## src/rtl/cell_core_mc_pkg.sv

```systemverilog
// Shared opcodes, operand/target indices and FSM states for cell_core_mc.
// Optional divider is enabled with CELL_CORE_DIV_EN.
package cell_core_mc_pkg;

   typedef enum logic [4:0] {
      OP_NOP   = 5'd0,
      OP_MOV   = 5'd1,
      OP_ADD   = 5'd2,
      OP_SUB   = 5'd3,
      OP_AND   = 5'd4,
      OP_OR    = 5'd5,
      OP_XOR   = 5'd6,
      OP_SHL   = 5'd7,
      OP_SHR   = 5'd8,
      OP_LDI   = 5'd9,
      OP_CMPEQ = 5'd10,
      OP_CMPLT = 5'd11,
      OP_MUL   = 5'd12,
      OP_DIV   = 5'd13
   } op_e;

   localparam int PRED_BIT = 5;

   localparam logic [5:0] IDX_ZERO     = 6'd0;
   localparam logic [5:0] IDX_MY       = 6'd1;
   localparam logic [5:0] IDX_N        = 6'd2;
   localparam logic [5:0] IDX_S        = 6'd3;
   localparam logic [5:0] IDX_W        = 6'd4;
   localparam logic [5:0] IDX_E        = 6'd5;
   localparam logic [5:0] IDX_NW       = 6'd6;
   localparam logic [5:0] IDX_NE       = 6'd7;
   localparam logic [5:0] IDX_SW       = 6'd8;
   localparam logic [5:0] IDX_SE       = 6'd9;
   localparam logic [5:0] IDX_X        = 6'd10;
   localparam logic [5:0] IDX_Y        = 6'd11;
   localparam logic [5:0] IDX_REG_BASE = 6'd16;
   localparam logic [5:0] IDX_VIDEO    = 6'd63;

   typedef enum logic [1:0] {
      ST_IDLE = 2'd0,
      ST_MUL  = 2'd1,
      ST_DIV  = 2'd2
   } md_state_e;

   localparam int OPC_HI = 23;
   localparam int OPC_LO = 18;
   localparam int TGT_HI = 17;
   localparam int TGT_LO = 12;
   localparam int OPA_HI = 11;
   localparam int OPA_LO = 6;
   localparam int OPB_HI = 5;
   localparam int OPB_LO = 0;

endpackage

```

## src/rtl/cell_core_mc_muldiv.sv

```systemverilog
// Iterative shift-add multiplier / restoring divider, one bit per edge.
// Divider datapath exists only when CELL_CORE_DIV_EN is defined.
module cell_core_mc_muldiv
   import cell_core_mc_pkg::*;
#(
   parameter int W = 8
) (
   input  logic         clk,
   input  logic         rst,
   input  logic         start,
   input  logic         is_div,
   input  logic [W-1:0] a,
   input  logic [W-1:0] b,
   output logic         busy,
   output logic         done,
   output logic [W-1:0] result
);

   localparam int CW = $clog2(W);

   md_state_e st_q, st_d;
   logic [W-1:0] r_q, q_q, d_q;
   logic [W-1:0] r_nx, q_nx, d_nx;
   logic [CW-1:0] cnt_q;
   logic last;

`ifdef CELL_CORE_DIV_EN
   logic [W:0] rem_sh, diff;
`endif

   assign last = (cnt_q == CW'(W - 1));
   assign busy = (st_q != ST_IDLE);

   always_ff @(posedge clk or negedge rst) begin
      if (!rst) st_q <= ST_IDLE;
      else      st_q <= st_d;
   end

   always_comb begin
      st_d = st_q;
      done = 1'b0;
      unique case (st_q)
         ST_IDLE: begin
            if (start) begin
`ifdef CELL_CORE_DIV_EN
               st_d = is_div ? ST_DIV : ST_MUL;
`else
               if (!is_div) st_d = ST_MUL;
`endif
            end
         end
         ST_MUL, ST_DIV: begin
            if (last) begin
               st_d = ST_IDLE;
               done = 1'b1;
            end
         end
         default: st_d = ST_IDLE;
      endcase
   end

   // r: accumulator/remainder, q: multiplier/quotient, d: multiplicand/divisor
   always_comb begin
      r_nx = r_q + (q_q[0] ? d_q : '0);
      q_nx = q_q >> 1;
      d_nx = d_q << 1;
`ifdef CELL_CORE_DIV_EN
      rem_sh = {r_q, q_q[W-1]};
      diff   = rem_sh - {1'b0, d_q};
      if (st_q == ST_DIV) begin
         r_nx = diff[W] ? rem_sh[W-1:0] : diff[W-1:0];
         q_nx = {q_q[W-2:0], ~diff[W]};
         d_nx = d_q;
      end
`endif
   end

   assign result = (st_q == ST_DIV) ? q_nx : r_nx;

   always_ff @(posedge clk or negedge rst) begin
      if (!rst) begin
         r_q   <= '0;
         q_q   <= '0;
         d_q   <= '0;
         cnt_q <= '0;
      end else if (st_q == ST_IDLE) begin
         if (start) begin
            r_q   <= '0;
            q_q   <= is_div ? a : b;
            d_q   <= is_div ? b : a;
            cnt_q <= '0;
         end
      end else begin
         r_q   <= r_nx;
         q_q   <= q_nx;
         d_q   <= d_nx;
         cnt_q <= cnt_q + CW'(1);
      end
   end

endmodule

```

## src/rtl/cell_core_mc.sv

```systemverilog
// Per-cell processing core: decode, register file, predicate, shadow/commit.
// Define CELL_CORE_DIV_EN to include the iterative divider.
module cell_core_mc
   import cell_core_mc_pkg::*;
#(
   parameter int X               = 0,
   parameter int Y               = 0,
   parameter int REGISTER_LENGTH = 8,
   parameter int NUM_REGS        = 8,
   parameter int NEIGHBORS       = 4
) (
   input  logic                                 clk,
   input  logic                                 rst,
   input  logic [23:0]                          instruction,
   input  logic                                 instr_valid,
   input  logic                                 commit,
   input  logic [NEIGHBORS*REGISTER_LENGTH-1:0] nbr,
   output logic                                 busy,
   output logic [REGISTER_LENGTH-1:0]           state,
   output logic [REGISTER_LENGTH-1:0]           next_video,
   output logic                                 video_valid,
   output logic                                 flag
);

   localparam int W  = REGISTER_LENGTH;
   localparam int SW = $clog2(W);

   logic [W-1:0] regs [NUM_REGS];
   logic [W-1:0] shadow_q, state_q, video_q;
   logic         vv_q, flag_q, pend_q;
   logic [5:0]   tgt_q;

   logic [5:0]   opf, tgt, ia, ib;
   logic [31:0]  imm;
   logic [W-1:0] opnd [64];
   logic [W-1:0] a, b;

   logic         accept, exec;
   logic         sc_we, flag_we, flag_val;
   logic [W-1:0] sc_val;
   logic         md_start, md_div, md_busy, md_done;
   logic [W-1:0] md_res;

   logic         wb_en, shadow_we, video_we, commit_do;
   logic [5:0]   wb_tgt;
   logic [W-1:0] wb_val, state_d;
   logic [NUM_REGS-1:0] reg_we;

   assign opf = instruction[OPC_HI:OPC_LO];
   assign tgt = instruction[TGT_HI:TGT_LO];
   assign ia  = instruction[OPA_HI:OPA_LO];
   assign ib  = instruction[OPB_HI:OPB_LO];
   assign imm = {20'd0, instruction[OPA_HI:OPB_LO]};

   // MY deliberately reads visible state, never shadow
   always_comb begin
      for (int i = 0; i < 64; i++) opnd[i] = '0;
      opnd[IDX_MY] = state_q;
      opnd[IDX_X]  = W'(X);
      opnd[IDX_Y]  = W'(Y);
      for (int k = 0; k < NEIGHBORS; k++)
         opnd[int'(IDX_N) + k] = nbr[k*W +: W];
      for (int k = 0; k < NUM_REGS; k++)
         opnd[int'(IDX_REG_BASE) + k] = regs[k];
   end

   assign a = opnd[ia];
   assign b = opnd[ib];

   always_comb begin
      accept   = instr_valid & ~md_busy;
      exec     = accept & (~opf[PRED_BIT] | flag_q);
      sc_we    = 1'b0;
      sc_val   = '0;
      flag_we  = 1'b0;
      flag_val = 1'b0;
      md_start = 1'b0;
      md_div   = 1'b0;
      if (exec) begin
         unique case (opf[4:0])
            OP_MOV:   begin sc_we = 1'b1; sc_val = a; end
            OP_ADD:   begin sc_we = 1'b1; sc_val = a + b; end
            OP_SUB:   begin sc_we = 1'b1; sc_val = a - b; end
            OP_AND:   begin sc_we = 1'b1; sc_val = a & b; end
            OP_OR:    begin sc_we = 1'b1; sc_val = a | b; end
            OP_XOR:   begin sc_we = 1'b1; sc_val = a ^ b; end
            OP_SHL:   begin sc_we = 1'b1; sc_val = a << b[SW-1:0]; end
            OP_SHR:   begin sc_we = 1'b1; sc_val = a >> b[SW-1:0]; end
            OP_LDI:   begin sc_we = 1'b1; sc_val = imm[W-1:0]; end
            OP_CMPEQ: begin flag_we = 1'b1; flag_val = (a == b); end
            OP_CMPLT: begin flag_we = 1'b1; flag_val = (a < b); end
            OP_MUL:   md_start = 1'b1;
            OP_DIV: begin
`ifdef CELL_CORE_DIV_EN
               md_start = 1'b1;
               md_div   = 1'b1;
`endif
            end
            default: ;
         endcase
      end
   end

   cell_core_mc_muldiv #(
      .W (W)
   ) u_muldiv (
      .clk    (clk),
      .rst    (rst),
      .start  (md_start),
      .is_div (md_div),
      .a      (a),
      .b      (b),
      .busy   (md_busy),
      .done   (md_done),
      .result (md_res)
   );

   // Single-cycle and multi-cycle writes never share an edge
   always_comb begin
      wb_en     = sc_we | md_done;
      wb_tgt    = md_done ? tgt_q : tgt;
      wb_val    = md_done ? md_res : sc_val;
      shadow_we = wb_en & (wb_tgt == IDX_MY);
      video_we  = wb_en & (wb_tgt == IDX_VIDEO);
      for (int k = 0; k < NUM_REGS; k++)
         reg_we[k] = wb_en & (wb_tgt == IDX_REG_BASE + 6'(k));
      commit_do = (commit & ~md_busy) | (md_done & (pend_q | commit));
      state_d   = (md_done & shadow_we) ? wb_val : shadow_q;
   end

   always_ff @(posedge clk or negedge rst) begin
      if (!rst) begin
         for (int k = 0; k < NUM_REGS; k++) regs[k] <= '0;
         shadow_q <= '0;
         state_q  <= '0;
         video_q  <= '0;
         vv_q     <= 1'b0;
         flag_q   <= 1'b0;
         pend_q   <= 1'b0;
         tgt_q    <= '0;
      end else begin
         for (int k = 0; k < NUM_REGS; k++)
            if (reg_we[k]) regs[k] <= wb_val;
         if (shadow_we) shadow_q <= wb_val;
         if (commit_do) state_q <= state_d;
         if (video_we) video_q <= wb_val;
         vv_q <= video_we;
         if (flag_we) flag_q <= flag_val;
         if (md_done) pend_q <= 1'b0;
         else if (commit & md_busy) pend_q <= 1'b1;
         if (md_start) tgt_q <= tgt;
      end
   end

   assign busy        = md_busy;
   assign state       = state_q;
   assign next_video  = video_q;
   assign video_valid = vv_q;
   assign flag        = flag_q;

endmodule

```

## config.mk

```make
export PLATFORM = sky130hd
export DESIGN_NAME = cell_core_mc
export DESIGN_NICKNAME = d
export VERILOG_FILES = /design/src/rtl/cell_core_mc_pkg.sv /design/src/rtl/cell_core_mc_muldiv.sv /design/src/rtl/cell_core_mc.sv
export SDC_FILE = /design/constraint.sdc
export NUM_CORES = 1
export LEC_CHECK = 0
export ABC_CLOCK_PERIOD_IN_PS = 9900
export CAP_MARGIN = 10
export CORE_ASPECT_RATIO = 1.1
export CORE_MARGIN = 10
export CORE_UTILIZATION = 28
export CTS_BUF_LIST = sky130_fd_sc_hd__clkbuf_2
export CTS_CLUSTER_DIAMETER = 80
export DETAILED_ROUTE_END_ITERATION = 12
export HOLD_SLACK_MARGIN = 0.08
export PLACE_DENSITY_LB_ADDON = 0.12
export SYNTH_ARGS = -nofsm -noshare
export SYNTH_HDL_FRONTEND = slang
export SYNTH_SLANG_ARGS = --single-unit
```

## constraint.sdc

```tcl
create_clock -name clk -period 9.9 [get_ports clk]
set_input_delay 1.98 -clock clk [delete_from_list [all_inputs] [get_ports clk]]
set_output_delay 1.98 -clock clk [all_outputs]
set_load 0.01 [all_outputs]
```

# Word level (Yosys, flattened, before mapping)

Cells that the tools add are included.

Register bits: 126
Bits of input ports: 60
Output and inout bits: 19
Logic and storage cells: 127

Add/sub/neg operators: 4
Magnitude comparators: 3
Eq/ne operators: 28
Shift-type cells: 2
Muxes and demuxes: 36
Bitwise logic cells: 27
Reduce and logical (&&, ||, !) cells: 7

Operator list:

| operator           | count |
|---|---|
| $mux 8             | 15 |
| $bmux 8 s6         | 2 |
| $pmux 8 s9         | 1 |
| $eq 6x5->1 const B | 8 |
| $eq 5x4->1 const B | 5 |
| $eq 5x3->1 const B | 4 |
| $add 8x8->8        | 2 |
| $and 1x1->1        | 16 |
| $ge 7x7->1 const B | 2 |
| $not 6->7          | 2 |
| $mux 1             | 11 |
| $eq 5x2->1 const B | 2 |
| $reduce_or 9->1    | 1 |
| $and 8x8->8        | 1 |
| $eq 8x8->1         | 1 |
| $lt 8x8->1         | 1 |
| $or 8x8->8         | 1 |
| $shl 8x3->8        | 1 |
| $shr 8x3->8        | 1 |
| $sub 8x8->8        | 1 |
| $xor 8x8->8        | 1 |
| $eq 6x1->1 const B | 1 |
| $eq 6x6->1 const B | 1 |
| $mux 3             | 2 |
| 17 further kinds   | 24 |

# Longest topological paths before layout

Gate-level depths: netlist of the first run.

Depth in word-level cells: 9
Gate-level depth with buffers: 19
Mapped depth without buffers: 15

# Cells and area by module

A second synthesis of the first run with hierarchy kept.

Cells, all modules: 1079
Area, all modules: 9908.3 um^2

Modules (own cells, without submodules):

| module              | instances | cells each | area an instance (um^2) | sequential area each (um^2) |
|---|---|---|---|---|
| cell_core_mc        | 1         | 902        | 8224.1                  | 2427.3 |
| cell_core_mc_muldiv | 1         | 177        | 1684.1                  | 700.7 |

# Worst setup path before layout of the first run

OpenSTA, ideal clock, no wires.

Path kind: input to register
From: input port instruction[0]
To: register video_q[5], in the netlist next_video[5]
Library setup time: 0.125 ns
Arrival time: 5.705 ns
Required time: 9.775 ns
Path slack: 4.070 ns
Stages on the path: 17
Path buffers: 4
Cell sequence: buf_6 > buf_6 > buf_1 > mux4_2 > nor2_1 > nor4_1 > inv_1 > ha_1 > clkbuf_1 > inv_1 > o21a_1 > a211oi_1 > a211o_1 > a311o_1 > nor4_2 > a41oi_4 > mux2_2

Longest elaborated chain between the ends: 8
Elaborated cells between the ends (all ways): 14
Classes of those cells: add/sub: 2; shift: 2; mux: 6; bitwise: 4

RTL lines:

| item                                        | RTL line            | source |
|---|---|---|
| start, declared                             | cell_core_mc.sv:14  | `input logic [23:0] instruction,` |
| $not 6->7 (implied by the code) *           | cell_core_mc.sv:68  | `assign b = opnd[ib];` |
| $bmux 8 s6 *                                | cell_core_mc.sv:68  |  |
| $mux 8 (implied by the code) * (2 in a row) | cell_core_mc.sv:68  |  |
| $sub 8x8->8, or another cell as far along   | cell_core_mc.sv:83  | `OP_SUB: begin sc_we = 1'b1; sc_val = a - b; end` |
| $pmux 8 s9 *                                | cell_core_mc.sv:80  | `unique case (opf[4:0])` |
| $mux 8 *                                    | cell_core_mc.sv:79  | `if (exec) begin` |
| $mux 8 *                                    | cell_core_mc.sv:122 | `wb_val = md_done ? md_res : sc_val;` |
| end signal, assigned                        | cell_core_mc.sv:146 | `if (video_we) video_q <= wb_val;` |
| end, declared                               | cell_core_mc.sv:29  | `logic [W-1:0] shadow_q, state_q, video_q;` |

Every way passes the cells marked *; elsewhere a longest branch is shown, timed or not. The select of a mux whose other input is x is not followed.
A chain may end at the register's enable or synchronous reset.

# Worst setup path in the final report of the first run

From: input port instruction[0]
To: register shadow_q[6]

Longest elaborated chain between the ends: 8
Elaborated cells between the ends (all ways): 14
Classes of those cells: add/sub: 2; shift: 2; mux: 6; bitwise: 4

RTL lines:

| item                                        | RTL line            | source |
|---|---|---|
| $not 6->7 (implied by the code) *           | cell_core_mc.sv:68  |  |
| $bmux 8 s6 *                                | cell_core_mc.sv:68  |  |
| $mux 8 (implied by the code) * (2 in a row) | cell_core_mc.sv:68  |  |
| $sub 8x8->8, or another cell as far along   | cell_core_mc.sv:83  |  |
| $pmux 8 s9 *                                | cell_core_mc.sv:80  |  |
| $mux 8 *                                    | cell_core_mc.sv:79  |  |
| $mux 8 *                                    | cell_core_mc.sv:122 |  |
| end signal, assigned                        | cell_core_mc.sv:144 | `if (shadow_we) shadow_q <= wb_val;` |
| end, declared                               | cell_core_mc.sv:29  |  |

Marks and branches as above.

==> summary.md, run 1 <==
• finished, final reports clean — run status
• 0.0420 ns — worst clock skew on the final layout
• 58.1 mm — global-route wire length before repair
• 4.63 nW — static leakage power
• 21 — critical path fanouts, max
• 0 — number of max-cap violations
• 3697 — number of fill cells in the layout
• 0 — total global routing overflow
• dfrtp_1 — most area-hungry cell type in the Yosys netlist
• 1.17 ns — slew at the pin closest to its max-slew limit
• 16.9% — post-synthesis mux area share
• 7.31 ns — Critical Path AT
• flop — critical path capture point type
• 17.9% — aggregate global-route resource usage
• 0 — Setup violations, final
• 0 — remaining antenna violation count after routing
• 734 — number of violations reported at the end of detailed-routing iteration 0
• 1173 — number of nets in the synthesized netlist
• 5.61 — via/cell ratio
• 2.55 ns — post-place setup slack
• 0 — drc violations
• 4.65% — area share of fa/ha/maj cells after synthesis
• 9830 sq um — Syn Std Cell Area
• 38.3 mm — total routed wirelength
• 0 — count of instances resized after the clock tree is built
• 79 — total I/O pin count
• 31.8% — area share of the leading cell type in the synthesized netlist
• 6 — Detailed Routing Iterations Pass 1
• 0 — count of flip-flops with a built-in enable after synthesis
• dfrtp_1 — Main synth FF type
• 9.11 sq um — Post-Syn Area per Cell
• 1078 — gate count after technology mapping
• 3.20 ns — post-route setup slack
• 0.0703 mV — Peak supply drop
• 8794 — number of global-route vias before repair
• input port — kind of start point of the critical path
• 17 — clock buffers created by TritonCTS
• 132 nW/um^2 — cell area power density
• 1201 — fin nets
• 18.0% — simple logic cell fraction of the synthesized area
• 0 — Ys Warns
• 0.77 ns — source-to-sink clock delay at the later pin of the worst-skew pair
• 28.9 mm — HPWL reported at the end of detailed placement
• 28.5% — initial core utilization
• clkbuf_2 — root buffer cell
• 14.0% — layout cells sized above 1
• 10800 sq um — cell area after placement
• 22.1% — fraction of the mapped netlist area in compound gates
• 0 — Final Max Tran Viols
• 66 — pin count of the biggest net entering global routing
• 0 — final hold violations
• 0 — count of buffers added by post-CTS timing repair for setup
• dfrtp_1, nand2_1, nor2_1, clkdlybuf4s50_1, a21oi_1 — most frequent cells in the layout
• 34500 sq um — area of the core
• 216 um — overall die height
• 2 — number of buffers on the longest clock path
• 20.5% — normalized max-slew margin
• in2reg — classification of the worst setup path
• 125 — clk sinks
• 125 — flip-flop and latch count after synthesis
• 11100 sq um — final std cell area, no fill
• 71 — number of standard-cell rows in the floorplan
• built — CTS tree
• dfrtp_1, mux4_2, mux2_2 — leading cell types by total area after synthesis
• 4 — H-tree depth
• 199 um — die outline width
• compound AO/OA/AOI/OAI gates — largest family of logic cells by synthesized area
• no — setup repair after global routing missed its margin
• 6.70 ns — minimum period implied by the final worst setup slack
• 8727 — via count
• 10.51 ns — critical path required time
• 0.713% — area share of xor/xnor cells in the synthesized design
• 67.7% — ratio of final minimum period to clock period
• 0 ns — final total negative setup slack
• 0.924 — final RePlAce weighted congestion
• 149 MHz — fmax
• 91 — number of distinct library cells after synthesis
• 31.8% — share of synthesized area occupied by flip-flops and latches
• 24.6 um — mean routed wirelength per cell
• 43000 sq um — Die Footprint
• 0 — total of hold buffers inserted after clock tree synthesis
• 0.00146 W — post-layout total power
• reg2reg — path type of the worst min-delay path
• 0.21 ns — clock-pin slew of the registers on the worst-case setup and hold paths
• 78 — Port Buffers
• 1 — number of antenna violations at the first check in global routing
• 12.8% — area growth from synthesis to final layout
• 100% — async set-reset flop share out of synthesis
• dfrtp_1 — most common cell after layout, fill and taps aside
routing by layer:
layer | wire length, um | share of wire [%] | up-vias | global-route usage (%)
li1 | - | - | 4074 | -
met5 | 0 | 0 | - | 0
met1 | 17200 | 45 | 4384 | 23.9
met4 | 812 | 2.1 | 0 | 4.89
met2 | 18700 | 49 | 230 | 29.3
met3 | 1560 | 4.1 | 39 | 2.70
flip-flops by register name (all words and copies together), names as in the netlist:
| signal | count |
|---|---|
| u_muldiv.d_q | 8 |
| video_valid | 1 |
| state | 8 |
| shadow_q | 8 |
| flag | 1 |
| tgt_q | 6 |
| u_muldiv.r_q | 8 |
| next_video | 8 |
| u_muldiv.cnt_q | 3 |
| opnd | 64 |
| pend_q | 1 |
| u_muldiv.st_q | 1 |
| u_muldiv.q_q | 8 |
worst max-delay path, cell delays in order:
cell and delay, ns:
buf_2 0.48, buf_4 0.41, mux4_2 0.55, o22ai_1 0.25, a211o_1 0.64, inv_1 0.42
ha_1 0.53, nand2b_1 0.09, a21o_1 0.20, a21oi_1 0.14, inv_1 0.10, a31oi_1 0.35
xor2_1 0.21, a21oi_1 0.74, a31oi_1 0.18
cells by family after synthesis:
logic type      after synthesis
fa+ha+maj                    36
buf+inv                     120
compound gates              302
mux                         124
simple gates                363
xor+xnor                      8
flops                       125
worst paths after layout:
| kind | startpoint | endpoint | slack (ns) | cells past startpoint |
|---|---|---|---|---|
| setup / recovery | instruction[0] | shadow_q[6]$_DFFE_PN0P_ | 3.20 | 15 |
| hold / removal | u_muldiv.q_q[5]$_DFFE_PN0P_ | u_muldiv.q_q[4]$_DFFE_PN0P_ | 0.51 | 2 |
| setup reg to reg | opnd[330]$_DFFE_PN0P_ | shadow_q[6]$_DFFE_PN0P_ | 5.00 | 13 |
| hold reg to reg | u_muldiv.q_q[5]$_DFFE_PN0P_ | u_muldiv.q_q[4]$_DFFE_PN0P_ | 0.51 | 2 |
| max in group asynchronous | rst | opnd[362]$_DFFE_PN0P_ | 7.42 | 2 |
| min in group asynchronous | rst | video_valid$_DFF_PN0_ | 1.17 | 1 |
synth_stat cells, drive strengths merged (17+ instances only):
cell	count
nor2	88
a31oi	27
clkbuf	42
mux2i	46
inv	36
ha	34
nand3	35
nand2	116
dfrtp	125
nor3	17
o21ai	55
o22ai	27
mux2	50
buf	41
a21oi	60
mux4	28
and2	28
stage by stage:
step	util, %	cells	hold WS (ns)
6_report	32.1	1557	0.513
3_3_place_gp	31.4	1524	0.471
4_1_cts	32.1	1556	0.516
5_1_grt	32.1	1557	0.531
2_1_floorplan	-	1078	0.453
3_5_place_dp	31.4	1525	0.473
power by group:
part           switching [W]  internal, W
Clock               0.000218     0.000141
Combinational       0.000251     0.000189
Sequential         0.0000789     0.000579
Total               0.000548     0.000910
final cells by class:
cell class                 instances  area (sq um)  share of cell area, %
sequential                       125          3130                   28.2
clock buffer                      17          85.1                  0.768
clock inverter                    14           168                   1.51
antenna                            1          2.50                 0.0226
tap                              438           548                   4.95
timing repair buffer              92           875                   7.89
inverter                          37           139                   1.25
multi-input combinational        833          6140                   55.4
Power figures use the tool's default switching activity.
==> inputs of run 2 (changes only) <==
--- a/config.mk
+++ b/config.mk
@@ -5,7 +5,7 @@
 export SDC_FILE = /design/constraint.sdc
 export NUM_CORES = 1
 export LEC_CHECK = 0
-export ABC_CLOCK_PERIOD_IN_PS = 9900
+export ABC_CLOCK_PERIOD_IN_PS = 5700
 export CAP_MARGIN = 10
 export CORE_ASPECT_RATIO = 1.1
 export CORE_MARGIN = 10
==> constraint.sdc (replaced) <==
create_clock -name clk -period 5.7 [get_ports clk]
set_input_delay 1.14 -clock clk [delete_from_list [all_inputs] [get_ports clk]]
set_output_delay 1.14 -clock clk [all_outputs]
set_load 0.01 [all_outputs]
==> run 2 against run 1 <==
Net effect: hold slack lost 0.084 ns; worst setup slack lost 2.7 ns; clock power grew 63%; clock skew grew 0.039 ns; sequential power grew 75%; combinational power grew 82%; wire length grew 3.6%; critical path type unchanged; critical endpoint is now opnd[357]$_DFFE_PN0P_; highest routed layer unchanged.
==> summary.md, run 2 (same netlist as run 1, synthesis figures left out) <==
• finished, final reports clean — run status, unchanged
• 1251 — fin nets, was 1201
• 31.6% — Gate power share, was 30.2%
• 0.00156 W — Internal Pwr Total, was 0.000910 W
• 78 — Port Buffers, unchanged
• 0 — total of hold buffers inserted after clock tree synthesis, unchanged
• 1.56 ns — register-to-register path setup slack, was 5.00 ns
• built — CTS tree, unchanged
• 16.7% — area growth from synthesis to final layout, was 12.8%
• 0 — count of instances resized after the clock tree is built, unchanged
• 0.976 — final RePlAce weighted congestion, was 0.924
• 0.00253 W — post-layout total power, was 0.00146 W
• 0 — count of buffers added by post-CTS timing repair for setup, unchanged
• 5.20 ns — minimum period implied by the final worst setup slack
• 0.83 ns — Largest stage delay, worst path, was 0.74 ns
• 64 — max FFs per register, unchanged
• 33.3% — Core Util, Final, was 32.1%
• 0 — number of max-cap violations, unchanged
• 0.504 ns — post-route setup slack, was 3.20 ns
• 16 — r2r worst-path depth, was 13
• 19.5% — normalized max-slew margin, was 20.5%
• no — setup repair after global routing missed its margin, unchanged
• 38.7% — Net Sw Frac, was 37.6%
• 0 — remaining antenna violation count after routing, unchanged
• 39.6 mm — total routed wirelength, was 38.3 mm
• 24.6 um — mean routed wirelength per cell, about the same
• 9081 — number of global-route vias before repair, was 8794
• 34500 sq um — area of the core, unchanged
• 18.4% — aggregate global-route resource usage, was 17.9%
• 6.33 ns — critical path required time, was 10.51 ns
• 1.18 ns — slew at the pin closest to its max-slew limit, was 1.17 ns
• 0.0814 ns — worst clock skew on the final layout, was 0.0420 ns
• 216 um — overall die height, unchanged
• 0 — drc violations, unchanged
• 2 — number of buffers on the longest clock path, unchanged
• in2reg — classification of the worst setup path, unchanged
• 11 — critical path fanouts, max, was 21
• clkbuf_2 — root buffer cell, unchanged
• in2async — path type of the worst min-delay path, was reg2reg
• 28.5% — initial core utilization, unchanged
• 5.82 ns — Critical Path AT, was 7.31 ns
• opnd[333]$_DFFE_PN0P_ — origin of the critical flop-to-flop path, was opnd[330]$_DFFE_PN0P_
• flop — critical path capture point type, unchanged
• 17 — clock buffers created by TritonCTS, unchanged
• 23.0% — fraction of power consumed by the clock network, was 24.6%
• 125 — clk sinks, unchanged
• 43000 sq um — Die Footprint, unchanged
• 59.6 mm — global-route wire length before repair, was 58.1 mm
• 0 — total global routing overflow, unchanged
• 221 nW/um^2 — cell area power density, was 132 nW/um^2
• 0.0975 mV — Peak supply drop, was 0.0703 mV
• 859 — number of violations reported at the end of detailed-routing iteration 0, was 734
• 0 — Setup violations, final, unchanged
• 4.86 nW — static leakage power, was 4.63 nW
• 0.000980 W — net switching power, was 0.000548 W
• opnd[357]$_DFFE_PN0P_ — endpoint of the worst-slack reg-to-reg timing path, was shadow_q[6]$_DFFE_PN0P_
• clkdlybuf4s50_1 -> nand2b_1 -> buf_4 -> o21bai_1 -> a221oi_1 -> nor4_1 -> buf_4 -> inv_1 -> ha_1 -> inv_1 -> o21a_1 -> a211oi_1 -> a211o_1 -> a311o_1 -> nor4_2 -> a41oi_4 -> mux2_2 — ordered cell list for the critical path, was buf_2 -> buf_4 -> mux4_2 -> o22ai_1 -> a211o_1 -> inv_1 -> ha_1 -> nand2b_1 -> a21o_1 -> a21oi_1 -> inv_1 -> a31oi_1 -> xor2_1 -> a21oi_1 -> a31oi_1
• 5.60 — via/cell ratio, was 5.61
• dfrtp_1, nand2_1, nor2_1, clkdlybuf4s50_1 — most frequent cells in the layout, was dfrtp_1, nand2_1, nor2_1, clkdlybuf4s50_1, a21oi_1
• 0.29 ns — clock-pin slew of the registers on the worst-case setup and hold paths, was 0.21 ns
• 1 — number of antenna violations at the first check in global routing, unchanged
• 5 — Detailed Routing Iterations Pass 1, was 6
• -0.145 ns — post-place setup slack, was 2.55 ns
• 17.4% — layout cells sized above 1, was 14.0%
• 85 — pin count of the biggest net entering global routing, was 66
• 30.6 mm — HPWL reported at the end of detailed placement, was 28.9 mm
• 192 MHz — fmax
• 91.2% — ratio of final minimum period to clock period
• 4 — H-tree depth, unchanged
• 0.79 ns — source-to-sink clock delay at the later pin of the worst-skew pair, was 0.77 ns
• 0 — final hold violations, unchanged
• clkdlybuf4s50_1 — slowest CP cell, was a21oi_1
• input port — kind of start point of the critical path, unchanged
• 9016 — via count, was 8727
• 71 — number of standard-cell rows in the floorplan, unchanged
• 79 — total I/O pin count, unchanged
• dfrtp_1 — most common cell after layout, fill and taps aside, unchanged
• 45.4% — Sequential Power Share, was 45.2%
• 199 um — die outline width, unchanged
• 0 — Final Max Tran Viols, unchanged
[run 2: cell types whose count changed in the layout (fill, tap and decap cells not counted), moves of 3 or more]
cell | before | now
buf_4 | 13 | 60
clkinv_1 | 2 | 5
buf_12 | 0 | 4
inv_6 | 4 | 1
[run 2: worst max-delay path by stage]
stage | start | to | slack, ns | cells past startpoint
2_1_floorplan | instruction[0] | shadow_q[5]$_DFFE_PN0P_ | 0.71 | 17
3_3_place_gp | instruction[2] | opnd[373]$_DFFE_PN0P_ | -0.05 | 17
3_5_place_dp | instruction[2] | opnd[341]$_DFFE_PN0P_ | -0.15 | 17
4_1_cts | instruction[2] | opnd[357]$_DFFE_PN0P_ | 0.70 | 17
5_1_grt | instruction[2] | opnd[357]$_DFFE_PN0P_ | 0.44 | 17
6_report | instruction[2] | opnd[357]$_DFFE_PN0P_ | 0.50 | 17
[run 2: final cells by class]
class | instances | area [sq um]
antenna | 2 | 5.00
clock buffer | 18 | 90.1
clock inverter | 14 | 126
fill | 3650 | 23000
inverter | 37 | 139
multi-input combinational | 833 | 6130
sequential | 125 | 3130
tap | 438 | 548
timing repair buffer | 142 | 1300
[run 2: critical path, delay by kind of cell]
family | cells | cell delay (ns)
and+or+nand+nor | 3 | 1.13
AOI/OAI and AO/OA | 7 | 1.41
adders and majority gates | 1 | 0.30
muxes | 1 | 0.35
buffers and inverters | 5 | 1.46
[run 2: routing by layer]
layer,vias up,part of all wire [%],global-route usage [%]
li1,4165,-,-
met3,40,4.8,2.98
met5,-,0,0
met4,0,2.0,4.99
met2,255,50,31.0
met1,4556,43,23.7
[run 2: per-stage QoR]
step	cell area, sq um	TNS [ns]	cells	hold slack, ns
2_1_floorplan	9830	0	1078	0.453
3_3_place_gp	11200	-0.475	1575	0.477
3_5_place_dp	11200	-1.40	1575	0.483
4_1_cts	11500	0	1607	0.396
5_1_grt	11500	0	1609	0.406
6_report	11500	0	1609	0.429
[run 2: power groups by stage]
stage	Combinational (W)	Sequential, W	Clock [W]
5_1_grt	0.000877	0.00117	0.000647
3_5_place_dp	0.000799	0.00117	0
4_1_cts	0.000802	0.00115	0.000609
3_3_place_gp	0.000799	0.00117	0
2_1_floorplan	0.000524	0.00110	0
6_report	0.000800	0.00115	0.000584
==> inputs of run 3 (changes only) <==
--- a/config.mk
+++ b/config.mk
@@ -6,13 +6,13 @@
 export NUM_CORES = 1
 export LEC_CHECK = 0
 export ABC_CLOCK_PERIOD_IN_PS = 5700
-export CAP_MARGIN = 10
 export CORE_ASPECT_RATIO = 1.1
 export CORE_MARGIN = 10
 export CORE_UTILIZATION = 28
 export CTS_BUF_LIST = sky130_fd_sc_hd__clkbuf_2
 export CTS_CLUSTER_DIAMETER = 80
 export DETAILED_ROUTE_END_ITERATION = 12
+export DONT_BUFFER_PORTS = 1
 export HOLD_SLACK_MARGIN = 0.08
 export PLACE_DENSITY_LB_ADDON = 0.12
 export SYNTH_ARGS = -nofsm -noshare
==> run 3 against run 2 <==
Net effect: non-clock buffer count decreased by 117; hold slack worse by 0.15 ns; first-iteration DRC count is 25% lower; clock-buffer cell count grew 2; worst setup slack gained 1.0 ns; flip-flop and latch count stayed put; global-route usage decreased by 0.59 points; wire length fell by 3.5%; utilization shrank 3.0 points.
==> summary.md, run 3 (same netlist as run 1, synthesis figures left out) <==
• 8441 — via count, was 9016
• dfrtp_1, nand2_1, nor2_1, a21oi_1, o21ai_0 — most frequent cells in the layout, was dfrtp_1, nand2_1, nor2_1, clkdlybuf4s50_1
• 0 — number of max-cap violations, unchanged
• 73.6% — ratio of final minimum period to clock period, was 91.2%
• 4 — Detailed Routing Iterations Pass 1, was 5
• clkbuf_2 — root buffer cell, unchanged
• 28.5% — initial core utilization, unchanged
• 238 MHz — fmax, was 192 MHz
• 0.917 — final RePlAce weighted congestion, was 0.976
• 0 — drc violations, unchanged
• 0 — Port Buffers, was 78
• 10 — critical path fanouts, max, was 11
• 22.7% — met1 global-route usage, was 23.7%
• 1.51 ns — post-route setup slack, was 0.504 ns
• 0 ns — final total negative setup slack, unchanged
• built — CTS tree, unchanged
• 14 — r2r worst-path depth, was 16
• 216 um — overall die height, unchanged
• 28.3 mm — HPWL reported at the end of detailed placement, was 30.6 mm
• 6.31 ns — critical path required time, was 6.33 ns
• 15.6% — layout cells sized above 1, was 17.4%
• 17 — clock buffers created by TritonCTS, unchanged
• 0.00155 W — Internal Pwr Total, was 0.00156 W
• 4.19 ns — minimum period implied by the final worst setup slack, was 5.20 ns
• 0 — Setup violations, final, unchanged
• opnd[341]$_DFFE_PN0P_ — crit path from, was instruction[2]
• opnd[341]$_DFFE_PN0P_ — origin of the critical flop-to-flop path, was opnd[333]$_DFFE_PN0P_
• 126 — pin count of the biggest net entering global routing, was 85
• 38.2 mm — total routed wirelength, was 39.6 mm
• 1134 — fin nets, was 1251
• no — setup repair after global routing missed its margin, unchanged
• 0 — remaining antenna violation count after routing, unchanged
• 0.750 ns — post-place setup slack, was -0.145 ns
• 36.9% — Net Sw Frac, was 38.7%
• in2async — path type of the worst min-delay path, unchanged
• 25.7% — Gate power share, was 31.6%
• 199 um — die outline width, unchanged
• 0 — total global routing overflow, unchanged
• 236 nW/um^2 — cell area power density, was 221 nW/um^2
• flop — critical path capture point type, unchanged
• 0.107 mV — Peak supply drop, was 0.0975 mV
• 29.6% — normalized max-slew margin, was 19.5%
• 125 — clk sinks, unchanged
• 27.4% — fraction of power consumed by the clock network, was 23.0%
• 1.05 ns — slew at the pin closest to its max-slew limit, was 1.18 ns
• met2 — global-route layer with the greatest usage, unchanged
• 29.5% — met2 capacity usage during global routing, was 31.0%
• flop — kind of start point of the critical path, was input port
• finished, final reports clean — run status, unchanged
• 71 — number of standard-cell rows in the floorplan, unchanged
• 0 — count of instances resized after the clock tree is built, unchanged
• 2 — number of antenna violations at the first check in global routing, was 1
• 4.81 ns — Critical Path AT, was 5.82 ns
• 4 — H-tree depth, unchanged
• 34500 sq um — area of the core, unchanged
• 0 — final hold violations, unchanged
• 17.8% — aggregate global-route resource usage, was 18.4%
• 0.0884 ns — worst clock skew on the final layout, was 0.0814 ns
• 43000 sq um — Die Footprint, unchanged
• 2 — number of buffers on the longest clock path, unchanged
• 0.22 ns — clock-pin slew of the registers on the worst-case setup and hold paths, was 0.29 ns
• 0 — Final Max Tran Viols, unchanged
• 0 — count of buffers added by post-CTS timing repair for setup, unchanged
• 642 — number of violations reported at the end of detailed-routing iteration 0, was 859
• 79 — total I/O pin count, unchanged
• 3.52% — met3 track utilization from global routing, was 2.98%
• dfrtp_1 — most common cell after layout, fill and taps aside, unchanged
• 57.1 mm — global-route wire length before repair, was 59.6 mm
• 46.9% — Sequential Power Share, was 45.4%
• reg2reg — classification of the worst setup path, was in2reg
• 0.81 ns — source-to-sink clock delay at the later pin of the worst-skew pair, was 0.79 ns
• 6.11% — area growth from synthesis to final layout, was 16.7%
• 25.6 um — mean routed wirelength per cell, was 24.6 um
• 64 — max FFs per register, unchanged
• 8308 — number of global-route vias before repair, was 9081
• 3693 — number of fill cells in the layout, was 3650
• 0.000905 W — net switching power, was 0.000980 W
• 5.66 — via/cell ratio, was 5.60
• 4.40 nW — static leakage power, was 4.86 nW
run 3: path summary, 6_finish.rpt:
path                       slack (ns)                           to
setup / recovery                 1.51      shadow_q[6]$_DFFE_PN0P_
hold / removal                   0.28    next_video[1]$_DFFE_PN0P_
setup reg to reg                 1.51      shadow_q[6]$_DFFE_PN0P_
hold reg to reg                  0.50  u_muldiv.q_q[2]$_DFFE_PN0P_
max in group asynchronous        4.83    next_video[5]$_DFFE_PN0P_
min in group clk                 0.50  u_muldiv.q_q[2]$_DFFE_PN0P_
run 3: power by group through the flow:
stage,Clock (W),Combinational [W],Sequential (W)
after detailed placement,0,0.000611,0.00118
after global routing,0.000738,0.000701,0.00117
after floorplan,0,0.000524,0.00110
after CTS,0.000699,0.000636,0.00116
final,0.000673,0.000631,0.00115
after global placement,0,0.000609,0.00118
run 3: cell type report:
class                      count  area, sq um  area share, %
sequential                   125         3130           30.0
inverter                      37          139           1.33
clock buffer                  20          100          0.960
antenna                        1         2.50         0.0240
multi-input combinational    833         6130           58.8
timing repair buffer          25          208           1.99
clock inverter                12          169           1.62
tap                          438          548           5.26
run 3: worst max-delay path, stage by stage, from the launching register on:
cell and delay, ns:
dfrtp_1 0.45, mux4_2 0.46, nor2b_1 0.16, o211ai_1 0.23
and2_1 0.36, inv_1 0.11, ha_1 0.48, inv_1 0.16
a21oi_1 0.19, nor2_1 0.06, a21oi_1 0.18, o221ai_1 0.19
a2111o_1 0.35, o31ai_4 0.52, a31oi_1 0.15
run 3: routing by layer:
metal / vias up / wire [um]
met5: - / 0
met4: 0 / 916
met3: 40 / 1810
met2: 225 / 18700
met1: 4233 / 16800
li1: 3943 / -
run 3: per-stage QoR:
| step | instance area (sq um) | hold WS [ns] | util, % | cells | total power, W |
|---|---|---|---|---|---|
| after floorplan | 9830 | 0.453 | - | 1078 | 0.00162 |
| after global placement | 10100 | 0.479 | 29.4 | 1457 | 0.00179 |
| after detailed placement | 10100 | 0.477 | 29.4 | 1457 | 0.00179 |
| after CTS | 10400 | 0.239 | 30.2 | 1490 | 0.00249 |
| after global routing | 10400 | 0.266 | 30.2 | 1491 | 0.00261 |
| final | 10400 | 0.280 | 30.2 | 1491 | 0.00246 |
run 3: what timing repair did:
action                                  in CTS  in global routing
endpoints found under the hold margin      125                  0
hold buffers                                 1                  0
endpoints found under the setup margin       0                  0
